===== config.mk =====
export PLATFORM = sky130hd
export DESIGN_NAME = load_store_unit_flat
export DESIGN_NICKNAME = d
export VERILOG_FILES = /design/src/rtl/load_store_unit_if.sv /design/src/rtl/load_store_unit.sv /design/src/flat_wrapper.sv
export SDC_FILE = /design/constraint.sdc
export NUM_CORES = 1
export LEC_CHECK = 0
export CAP_MARGIN = 20
export CORE_MARGIN = 2
export CORE_UTILIZATION = 51
export CTS_BUF_LIST = sky130_fd_sc_hd__clkbuf_8
export CTS_CLUSTER_DIAMETER = 60
export DETAILED_ROUTE_END_ITERATION = 12
export GPL_TIMING_DRIVEN = 0
export PLACE_DENSITY = 0.88
export SYNTH_ARGS = -nofsm -noshare
export SYNTH_HDL_FRONTEND = slang
export SYNTH_SLANG_ARGS = --single-unit
export TNS_END_PERCENT = 1

===== constraint.sdc =====
create_clock -name Clk -period 4 [get_ports Clk]
set_input_delay 0.8 -clock Clk [delete_from_list [all_inputs] [get_ports Clk]]
set_output_delay 0.8 -clock Clk [all_outputs]
set_load 0.02 [all_outputs]

===== src/rtl/load_store_unit_if.sv =====
// load_store_unit_if
//   Bundles the request/response handshake from the MEM stage together with
//   the word-only data-memory port of the load/store unit.
//
//   Handshake: a request transfers on a rising edge where ReqValid and
//   ReqReady are both high; the requester keeps ReqValid and the request
//   fields stable until then. RspValid is a single-cycle completion pulse
//   with no back-pressure; Misaligned is meaningful only while RspValid is high.
//
//   Modports:
//     slave  - the load/store unit (serves requests, drives the memory port)
//     master - the environment (requester plus data memory)
interface load_store_unit_if;
    // request / response side
    logic        ReqValid;
    logic        ReqReady;
    logic        ReqWrite;
    logic [1:0]  ReqSize;
    logic        ReqUnsigned;
    logic [31:0] Address;
    logic [31:0] WriteData;
    logic        RspValid;
    logic [31:0] ReadData;
    logic        Misaligned;
    // data memory side
    logic [31:0] MemAddress;
    logic [31:0] MemWriteData;
    logic        MemRead;
    logic        MemWrite;
    logic [31:0] MemReadData;

    modport slave (
        input  ReqValid, ReqWrite, ReqSize, ReqUnsigned, Address, WriteData,
        input  MemReadData,
        output ReqReady, RspValid, ReadData, Misaligned,
        output MemAddress, MemWriteData, MemRead, MemWrite
    );

    modport master (
        output ReqValid, ReqWrite, ReqSize, ReqUnsigned, Address, WriteData,
        output MemReadData,
        input  ReqReady, RspValid, ReadData, Misaligned,
        input  MemAddress, MemWriteData, MemRead, MemWrite
    );
endinterface


===== src/rtl/load_store_unit.sv =====
// load_store_unit
//   Initiator-side load/store controller between the MEM stage and a
//   word-only synchronous data memory (little-endian lanes). Handles byte,
//   halfword and word accesses one at a time; sub-word stores are done as
//   read-modify-write, sub-word loads are lane-extracted and sign/zero
//   extended. Misaligned or illegal-size requests are rejected without any
//   memory access.
//
//   Parameters:
//     RD_LAT    - memory read latency in cycles (>= 1)
//   Ports:
//     Clk       - clock, rising edge
//     Reset     - synchronous, active-high reset
//     bus       - request/response + memory port bundle (slave view)
//     dbg_state - current FSM state encoding, for observation only
module load_store_unit #(
    parameter int RD_LAT = 1
) (
    input  logic             Clk,
    input  logic             Reset,
    load_store_unit_if.slave bus,
    output logic [2:0]       dbg_state
);

    typedef enum logic [2:0] {
        IDLE = 3'd0,
        RD   = 3'd1,
        CAP  = 3'd2,
        WR   = 3'd3,
        RESP = 3'd4
    } state_t;

    localparam int            CW      = (RD_LAT > 1) ? $clog2(RD_LAT) : 1;
    localparam logic [CW-1:0] RD_LAST = CW'(RD_LAT - 1);

    state_t        state;
    state_t        next_state;
    logic [CW-1:0] rd_cnt;

    // latched request fields (only what later states actually need)
    logic          write_q;
    logic          uns_q;
    logic [1:0]    size_q;
    logic [1:0]    lane_q;
    logic [15:0]   wdata_q;

    // registered outputs
    logic          req_ready_q;
    logic          rsp_valid_q;
    logic          misaligned_q;
    logic          mem_read_q;
    logic          mem_write_q;
    logic [31:0]   read_data_q;
    logic [31:0]   mem_address_q;
    logic [31:0]   mem_wdata_q;

    logic          accept;
    logic          illegal_in;
    logic          word_store_in;
    logic [7:0]    byte_sel;
    logic [15:0]   half_sel;
    logic [31:0]   load_val;
    logic [31:0]   merge_val;

    assign accept        = bus.ReqValid && (state == IDLE);
    assign word_store_in = bus.ReqWrite && (bus.ReqSize == 2'b00);
    assign illegal_in    = (bus.ReqSize == 2'b11)
                        || ((bus.ReqSize == 2'b01) && bus.Address[0])
                        || ((bus.ReqSize == 2'b00) && (bus.Address[1:0] != 2'b00));

    // ---------------------------------------------------------------- FSM
    always_ff @(posedge Clk) begin
        if (Reset) begin
            state <= IDLE;
        end else begin
            state <= next_state;
        end
    end

    always_comb begin
        next_state = state;
        case (state)
            IDLE: begin
                if (accept) begin
                    if (illegal_in) begin
                        next_state = RESP;
                    end else if (word_store_in) begin
                        next_state = WR;
                    end else begin
                        next_state = RD;
                    end
                end
            end
            RD: begin
                if (rd_cnt == RD_LAST) begin
                    next_state = CAP;
                end
            end
            CAP:     next_state = write_q ? WR : RESP;
            WR:      next_state = RESP;
            RESP:    next_state = IDLE;
            default: next_state = IDLE;
        endcase
    end

    // ------------------------------------------------ lane extract / merge
    always_comb begin
        byte_sel = bus.MemReadData[{lane_q, 3'b000} +: 8];
        half_sel = lane_q[1] ? bus.MemReadData[31:16] : bus.MemReadData[15:0];
        case (size_q)
            2'b10:   load_val = uns_q ? {24'h0, byte_sel} : {{24{byte_sel[7]}}, byte_sel};
            2'b01:   load_val = uns_q ? {16'h0, half_sel} : {{16{half_sel[15]}}, half_sel};
            default: load_val = bus.MemReadData;
        endcase
    end

    always_comb begin
        merge_val = bus.MemReadData;
        case (size_q)
            2'b10: merge_val[{lane_q, 3'b000} +: 8] = wdata_q[7:0];
            2'b01: begin
                if (lane_q[1]) begin
                    merge_val[31:16] = wdata_q;
                end else begin
                    merge_val[15:0] = wdata_q;
                end
            end
            default: merge_val = bus.MemReadData;
        endcase
    end

    // ------------------------------------------- datapath + output registers
    // Strobes are registered from next_state so every output is a flop and
    // lines up exactly with the state it belongs to.
    always_ff @(posedge Clk) begin
        if (Reset) begin
            rd_cnt        <= '0;
            write_q       <= 1'b0;
            uns_q         <= 1'b0;
            size_q        <= 2'b00;
            lane_q        <= 2'b00;
            wdata_q       <= 16'h0;
            req_ready_q   <= 1'b1;
            rsp_valid_q   <= 1'b0;
            misaligned_q  <= 1'b0;
            mem_read_q    <= 1'b0;
            mem_write_q   <= 1'b0;
            read_data_q   <= 32'h0;
            mem_address_q <= 32'h0;
            mem_wdata_q   <= 32'h0;
        end else begin
            req_ready_q  <= (next_state == IDLE);
            rsp_valid_q  <= (next_state == RESP);
            mem_read_q   <= (next_state == RD) || (next_state == CAP);
            mem_write_q  <= (next_state == WR);
            // the only way from IDLE straight to RESP is a rejected request
            misaligned_q <= accept && illegal_in;

            if (accept) begin
                write_q       <= bus.ReqWrite;
                uns_q         <= bus.ReqUnsigned;
                size_q        <= bus.ReqSize;
                lane_q        <= bus.Address[1:0];
                wdata_q       <= bus.WriteData[15:0];
                mem_address_q <= {bus.Address[31:2], 2'b00};
                rd_cnt        <= '0;
                if (word_store_in && !illegal_in) begin
                    mem_wdata_q <= bus.WriteData;
                end
            end

            if (state == RD) begin
                rd_cnt <= rd_cnt + CW'(1);
            end

            if (state == CAP) begin
                if (write_q) begin
                    mem_wdata_q <= merge_val;
                end else begin
                    read_data_q <= load_val;
                end
            end
        end
    end

    assign bus.ReqReady     = req_ready_q;
    assign bus.RspValid     = rsp_valid_q;
    assign bus.Misaligned   = misaligned_q;
    assign bus.ReadData     = read_data_q;
    assign bus.MemRead      = mem_read_q;
    assign bus.MemWrite     = mem_write_q;
    assign bus.MemAddress   = mem_address_q;
    assign bus.MemWriteData = mem_wdata_q;
    assign dbg_state        = state;

endmodule


===== src/flat_wrapper.sv =====
// flat-port wrapper written by rule: the top's interface ports become plain ports
module load_store_unit_flat 
#(
    parameter int RD_LAT = 1
)
  (Clk, Reset, dbg_state, bus_ReqValid, bus_ReqWrite, bus_ReqSize, bus_ReqUnsigned, bus_Address, bus_WriteData, bus_MemReadData, bus_ReqReady, bus_RspValid, bus_ReadData, bus_Misaligned, bus_MemAddress, bus_MemWriteData, bus_MemRead, bus_MemWrite);
  load_store_unit_if bus_i ();
  input  logic Clk;
  input  logic Reset;
  output logic [2:0] dbg_state;
  input wire logic [$bits(bus_i.ReqValid)-1:0] bus_ReqValid;
  input wire logic [$bits(bus_i.ReqWrite)-1:0] bus_ReqWrite;
  input wire logic [$bits(bus_i.ReqSize)-1:0] bus_ReqSize;
  input wire logic [$bits(bus_i.ReqUnsigned)-1:0] bus_ReqUnsigned;
  input wire logic [$bits(bus_i.Address)-1:0] bus_Address;
  input wire logic [$bits(bus_i.WriteData)-1:0] bus_WriteData;
  input wire logic [$bits(bus_i.MemReadData)-1:0] bus_MemReadData;
  output wire logic [$bits(bus_i.ReqReady)-1:0] bus_ReqReady;
  output wire logic [$bits(bus_i.RspValid)-1:0] bus_RspValid;
  output wire logic [$bits(bus_i.ReadData)-1:0] bus_ReadData;
  output wire logic [$bits(bus_i.Misaligned)-1:0] bus_Misaligned;
  output wire logic [$bits(bus_i.MemAddress)-1:0] bus_MemAddress;
  output wire logic [$bits(bus_i.MemWriteData)-1:0] bus_MemWriteData;
  output wire logic [$bits(bus_i.MemRead)-1:0] bus_MemRead;
  output wire logic [$bits(bus_i.MemWrite)-1:0] bus_MemWrite;
  assign bus_i.ReqValid = bus_ReqValid;
  assign bus_i.ReqWrite = bus_ReqWrite;
  assign bus_i.ReqSize = bus_ReqSize;
  assign bus_i.ReqUnsigned = bus_ReqUnsigned;
  assign bus_i.Address = bus_Address;
  assign bus_i.WriteData = bus_WriteData;
  assign bus_i.MemReadData = bus_MemReadData;
  assign bus_ReqReady = bus_i.ReqReady;
  assign bus_RspValid = bus_i.RspValid;
  assign bus_ReadData = bus_i.ReadData;
  assign bus_Misaligned = bus_i.Misaligned;
  assign bus_MemAddress = bus_i.MemAddress;
  assign bus_MemWriteData = bus_i.MemWriteData;
  assign bus_MemRead = bus_i.MemRead;
  assign bus_MemWrite = bus_i.MemWrite;
  load_store_unit #(.RD_LAT(RD_LAT)) u_core (.Clk(Clk), .Reset(Reset), .bus(bus_i), .dbg_state(dbg_state));
endmodule

Word-level counts from Yosys, hierarchy flattened
Cells that the tools add are included.
{ "totals": {"reg_bits": 125, "latch_bits": 0, "mem_bits_rw": 0, "rom_bits": 0, "inputBits": 103, "output_inout_bits": 104, "elab_cells": 68, "mem_count": 0} }
{ "op_classes": {"add_sub_neg": 2, "mul": 0, "div": 0, "order_cmp": 0, "eq_ne": 11, "shift": 3, "mux": 20, "bitwise_logic": 1, "n_reduce_logical": 16} }
{ "ops": {"columns": ["cell", "count"], "rows": [
  ["32-bit 2-to-1 mux", 6],
  ["32-bit one-hot mux with 2 select lines", 2],
  ["16-bit 2-to-1 mux", 3],
  ["32-bit bitwise mux", 1],
  ["8-bit by 7-bit variable shift with 32-bit output (first input constant)", 1],
  ["32-bit by 6-bit variable part select with 8-bit output", 1],
  ["8-bit by 7-bit variable part select with 32-bit output", 1],
  ["3-bit by 2-bit == test with 1-bit output (second input constant)", 4],
  ["3-bit 2-to-1 mux", 4],
  ["3-bit one-hot mux with 4 select lines", 1],
  ["5-bit negator with 7-bit output", 1],
  ["3-bit by 1-bit == test with 1-bit output (second input constant)", 2],
  ["1-bit logical AND", 6],
  ["3-bit zero test", 2],
  ["2-bit by 1-bit == test with 1-bit output (second input constant)", 2],
  ["2-bit == test (second input constant)", 2],
  ["2-bit nonzero test", 2],
  ["3-bit == test (second input constant)", 1],
  ["1-bit logical OR", 3],
  ["2-bit zero test", 1],
  ["1-bit 2-to-1 mux", 2],
  ["2-bit 2-to-1 mux", 1],
  ["2-bit AND reduction", 1],
  ["1-bit adder (second input constant)", 1],
  ["other kinds (2)", 2]
]} }

Longest topological paths before layout
{ "depth": {"depth_word": 10, "depth_mapped": 9} }

Worst setup path after synthesis
No wires, ideal clock.
{ "synth_path": {"path_kind": "flip-flop to flip-flop", "start": "register u_core.lane_q[1]", "end": "register u_core.mem_wdata_q[26] (netlist: u_core.bus.MemWriteData[26])", "setup_ps": 88, "t_arrival_ps": 2037, "slack_ps": 1875, "stages_incl_launch_ff": 10, "path_buffers": 3, "path_cell_list": "dfxtp_1 buf_6 buf_6 inv_1 ha_1 and4bb_1 and3b_1 clkbuf_1 a221oi_1 nor4_2"} }
{ "synth_via": {"elab_chain_len": 6} }
{ "synth_rtl": {"columns": ["item", "line", "rtl"], "rows": [
  ["from (decl)", "load_store_unit.sv:44", "logic [1:0] lane_q;"],
  ["from (signal assigned)", "load_store_unit.sv:163", "lane_q <= bus.Address[1:0];"],
  ["5-bit negator with 7-bit output", "load_store_unit.sv:120", "2'b10: merge_val[{lane_q, 3'b000} +: 8] = wdata_q[7:0];"],
  ["8-bit by 7-bit variable part select with 32-bit output / 8-bit by 7-bit variable shift with 32-bit output (equally long branches)", "load_store_unit.sv:120", null],
  ["32-bit bitwise mux", "load_store_unit.sv:120", null],
  ["32-bit one-hot mux with 2 select lines *", "load_store_unit.sv:119", "case (size_q)"],
  ["32-bit 2-to-1 mux *", "load_store_unit.sv:177", "if (write_q) begin"],
  ["32-bit 2-to-1 mux *", "load_store_unit.sv:176", "if (state == CAP) begin"],
  ["to (signal assigned)", "load_store_unit.sv:168", "mem_wdata_q <= bus.WriteData;"],
  ["to (signal assigned)", "load_store_unit.sv:178", "mem_wdata_q <= merge_val;"],
  ["to (decl)", "load_store_unit.sv:55", "logic [31:0] mem_wdata_q;"]
]} }
Every way passes the cells marked *; elsewhere a longest branch is shown, timed or not.
A chain may end at the register's enable or synchronous reset.

Worst setup path after layout
{ "layout_path": {"start": "register u_core.lane_q[1]", "end": "register u_core.mem_wdata_q[10] (netlist: u_core.bus.MemWriteData[10])"} }
The elaborated chain is that of the path after synthesis.

==> results by group <==
Critical path
  – Critical Path RT: 4350 ps
  – CP most frequent cell: buf_6
  – Crit path kind: register to register
  – RR Endpoint: u_core.bus.MemWriteData[10]$_SDFF_PP0_
  – Worst EP arrival: 3130 ps
  – Startpoint Class: register
  – CP Max Fanout: 10
  – Slowest cell on the critical path: dfxtp_1
  – Slowest Stage Delay on Critical Path: 510 ps
  – Reg-to-reg critical path startpoint: u_core.lane_q[1]$_SDFFE_PP0N_
  – Length in cells of the worst reg-to-reg path: 9
  – Reg2Reg Setup Slack: 1220 ps
  – Worst setup EP type: register
  – Crit path cell chain: buf_6, buf_6, inv_1, ha_1, and4bb_1, and3_1, clkbuf_1, a221oi_1, nor4_1

Yosys
  – Post-synth cell types: 57
  – Asr flop ratio synth: 0%
  – Post-synth EDFFs: 0
  – Dominant synthesized flop cell: dfxtp_1
  – Register area share after synthesis: 40.4%
  – Mapped Area: 6190 um^2
  – Synth Warn #: 0
  – Mean Syn Cell Area: 8.63 um^2
  – Synth top area share: 40.4%
  – Synth area leaders: dfxtp_1 (40%), nand2_1 (9.0%), a21oi_1 (5.1%), a221oi_1 (4.8%), mux2i_1 (3.7%)
  – Synth Register Bits: 125
  – Synth area leader: dfxtp_1
  – Count leader, synth: nand2_1
  – Syn Inst Count: 718
  – Synth top cells by count: nand2_1 (149), dfxtp_1 (125), a21oi_1 (63)

Pwr
  – Leakage: 0.00324 uW
  – Seq pwr share: 42.6%
  – Clock power share: 37.7%
  – Internal power: 2290 uW
  – Max IR drop VDD: 0.292 mV
  – Sw Pwr: 899 uW
  – Switching part of the total power: 28.2%
  – P per Cell Area: 360 nW/um^2
  – Combinational fraction of design power: 19.7%

CTS
  – CTS tree: built
  – Root buf cell: clkbuf_8
  – Post-cts resize count: 0
  – Post-CTS Repair Setup Buffers: 0
  – Clock sink count: 125
  – Worst-path clk slew: 70 ps
  – Total CTS buffers: 17
  – Post-CTS Hold Buffers: 0
  – Clk_lat worst skew: 450 ps
  – CTS H-tree depth: 4
  – Clk buf depth: 2

STA
  – Worst slew pin tran: 750 ps
  – Final Critical Period: 2780 ps
  – Final setup skew: 7.70 ps
  – Max transition margin: 50.0%
  – Final TNS setup: 0 ps
  – Tcrit/Tclk final: 69.6%
  – Highest clock rate: 359 MHz
  – Endpoints failing setup: 0
  – Max Slew Vio Count: 0
  – RSZ-0062 raised after global routing: no
  – Hold Fails Final Rpt: 0

Job
  – Max-Cap Viols: 0

Worst hold path
  – Worst Hold Depth: 2
  – Hold Path Origin: u_core.bus.MemAddress[5]$_SDFFE_PP0N_
  – WHS Endpoint: u_core.bus.MemAddress[5]$_SDFFE_PP0N_
  – Hold WC Path Type: register to register

Detailed routing
  – DRC Markers: 0
  – Antenna viol nets, final: 0
  – Avg WL per Cell: 20.0 um
  – DRT iter0 DRCs: 641
  – Drt total wl: 22000 um
  – Vias per Instance: 6.12
  – First drt pass iteration count: 7
  – Via count: 6730

Floorplan
  – Initial Util: 52.0%
  – Row count: 40
  – Die width: 114 um
  – DIE HEIGHT: 114 um
  – Core box area: 11900 um^2
  – Die area: 13000 um^2
  – IO Pins: 207

Global routing
  – Global-route wire length before repair: 33700 um
  – GRT Util Overall: 33.5%
  – Largest net degree at the start of global routing: 17
  – Initial antenna violation count: 0
  – Grt ovf: 0
  – Number of global-route vias before repair: 6499

Layout
  – Layout cells sized above 1: 11.0%
  – FF+latch area: 2500 um^2
  – Area delta synth->final: 42.8%
  – Fill cells: 906
  – # nets final: 1051
  – # diodes: 0
  – Fin util: 74.2%
  – Area of the multi-input gates: 3310 um^2

Placed design
  – Placer Congestion: 0.963
  – Count of input and output buffers: 203
  – Post-DP HPWL: 16300 um

Outcome
  – Outcome: completed
stage by stage:
step	std cells	hold slack, ps	area, um^2	setup WS (ps)	total power (uW)
2_1_floorplan	719	444	6200	1880	1690
3_3_place_gp	1069	441	8410	1270	1980
3_5_place_dp	1069	446	8410	1210	1990
5_1_grt	1100	468	8840	1100	3290
6_report	1100	453	8840	1220	3180
4_1_cts	1100	455	8840	1340	3180
layer usage:
layer	routed length [um]	up-vias	track usage (%)
met5	0	-	0
met4	1170	0	19.2
met3	2560	110	12.2
met2	10100	459	53.3
met1	8240	3108	39.0
li1	-	3053	-
worst max path at each step:
stage | end | depth (start not counted) | from
after floorplan | u_core.bus.MemWriteData[26]$_SDFF_PP0_ | 9 | u_core.lane_q[1]$_SDFFE_PP0N_
after global placement | u_core.bus.MemWriteData[5]$_SDFF_PP0_ | 7 | bus_ReqValid
after detailed placement | u_core.bus.MemWriteData[25]$_SDFF_PP0_ | 7 | bus_ReqValid
after CTS | u_core.bus.MemWriteData[11]$_SDFF_PP0_ | 9 | u_core.lane_q[1]$_SDFFE_PP0N_
after global routing | u_core.bus.MemWriteData[25]$_SDFF_PP0_ | 9 | u_core.lane_q[1]$_SDFFE_PP0N_
final | u_core.bus.MemWriteData[10]$_SDFF_PP0_ | 9 | u_core.lane_q[1]$_SDFFE_PP0N_
power by group through the flow:
stage / combinational [uW] / sequential, uW / clock [uW]
after floorplan: 267 / 1420 / 0
after global placement: 604 / 1380 / 0
after detailed placement: 613 / 1380 / 0
after CTS: 618 / 1350 / 1200
after global routing: 667 / 1360 / 1260
final: 627 / 1360 / 1200
registers in the layout (all words and copies together), names as in the netlist:
name	flops
u_core.bus.MemWriteData	32
u_core.bus.ReadData	32
u_core.bus.MemAddress	30
u_core.wdata_q	16
u_core.dbg_state	3
u_core.lane_q	2
u_core.size_q	2
u_core.bus.MemRead	1
u_core.bus.MemWrite	1
u_core.bus.Misaligned	1
u_core.bus.ReqReady	1
u_core.bus.RspValid	1
u_core.rd_cnt	1
u_core.uns_q	1
u_core.write_q	1
logic make-up after synthesis:
| group | count (synthesis) | synth area share [%] |
|---|---|---|
| AO/OA/AOI/OAI | 200 | 24.0 |
| adder cells (fa/ha/maj) | 7 | 1.41 |
| buffers and inverters | 75 | 6.28 |
| flip-flops | 125 | 40.4 |
| multiplexers | 33 | 5.72 |
| other | 1 | 0.0605 |
| AND/OR/NAND/NOR | 277 | 22.1 |
cell type report:
| class | count | share of cell area [%] |
|---|---|---|
| clock inverters | 8 | 1.29 |
| clock buffers | 23 | 3.58 |
| multi-input cells | 519 | 37.4 |
| flip-flops and latches | 125 | 28.3 |
| plain buffers | 66 | 4.02 |
| well taps | 147 | 2.08 |
| repair buffers | 203 | 23.0 |
| inverters | 9 | 0.382 |
layout by cell type (no fill, tap or decap), types with 9 or more instances in the layout:
cell type / instances
nor3_1: 22
o21ai_0: 18
buf_2: 16
clkbuf_8: 23
a211oi_2: 11
a21o_1: 17
buf_4: 10
nor4_2: 9
a21oi_1: 63
dfxtp_1: 125
nor2_1: 48
mux2i_1: 23
clkdlybuf4s50_1: 203
nand3b_1: 18
inv_1: 11
nand2_1: 149
a211oi_1: 14
a221oi_1: 34
clkbuf_1: 33
critical path, delay by kind of cell, from the launching register on:
| family | cells | cell delay, ps |
|---|---|---|
| buffers and inverters | 4 | 930 |
| flip-flops | 1 | 510 |
| AND/OR/NAND/NOR | 3 | 790 |
| AO/OA/AOI/OAI | 1 | 220 |
| adder cells (fa/ha/maj) | 1 | 220 |
No activity file was read; power rests on OpenSTA's default activity.
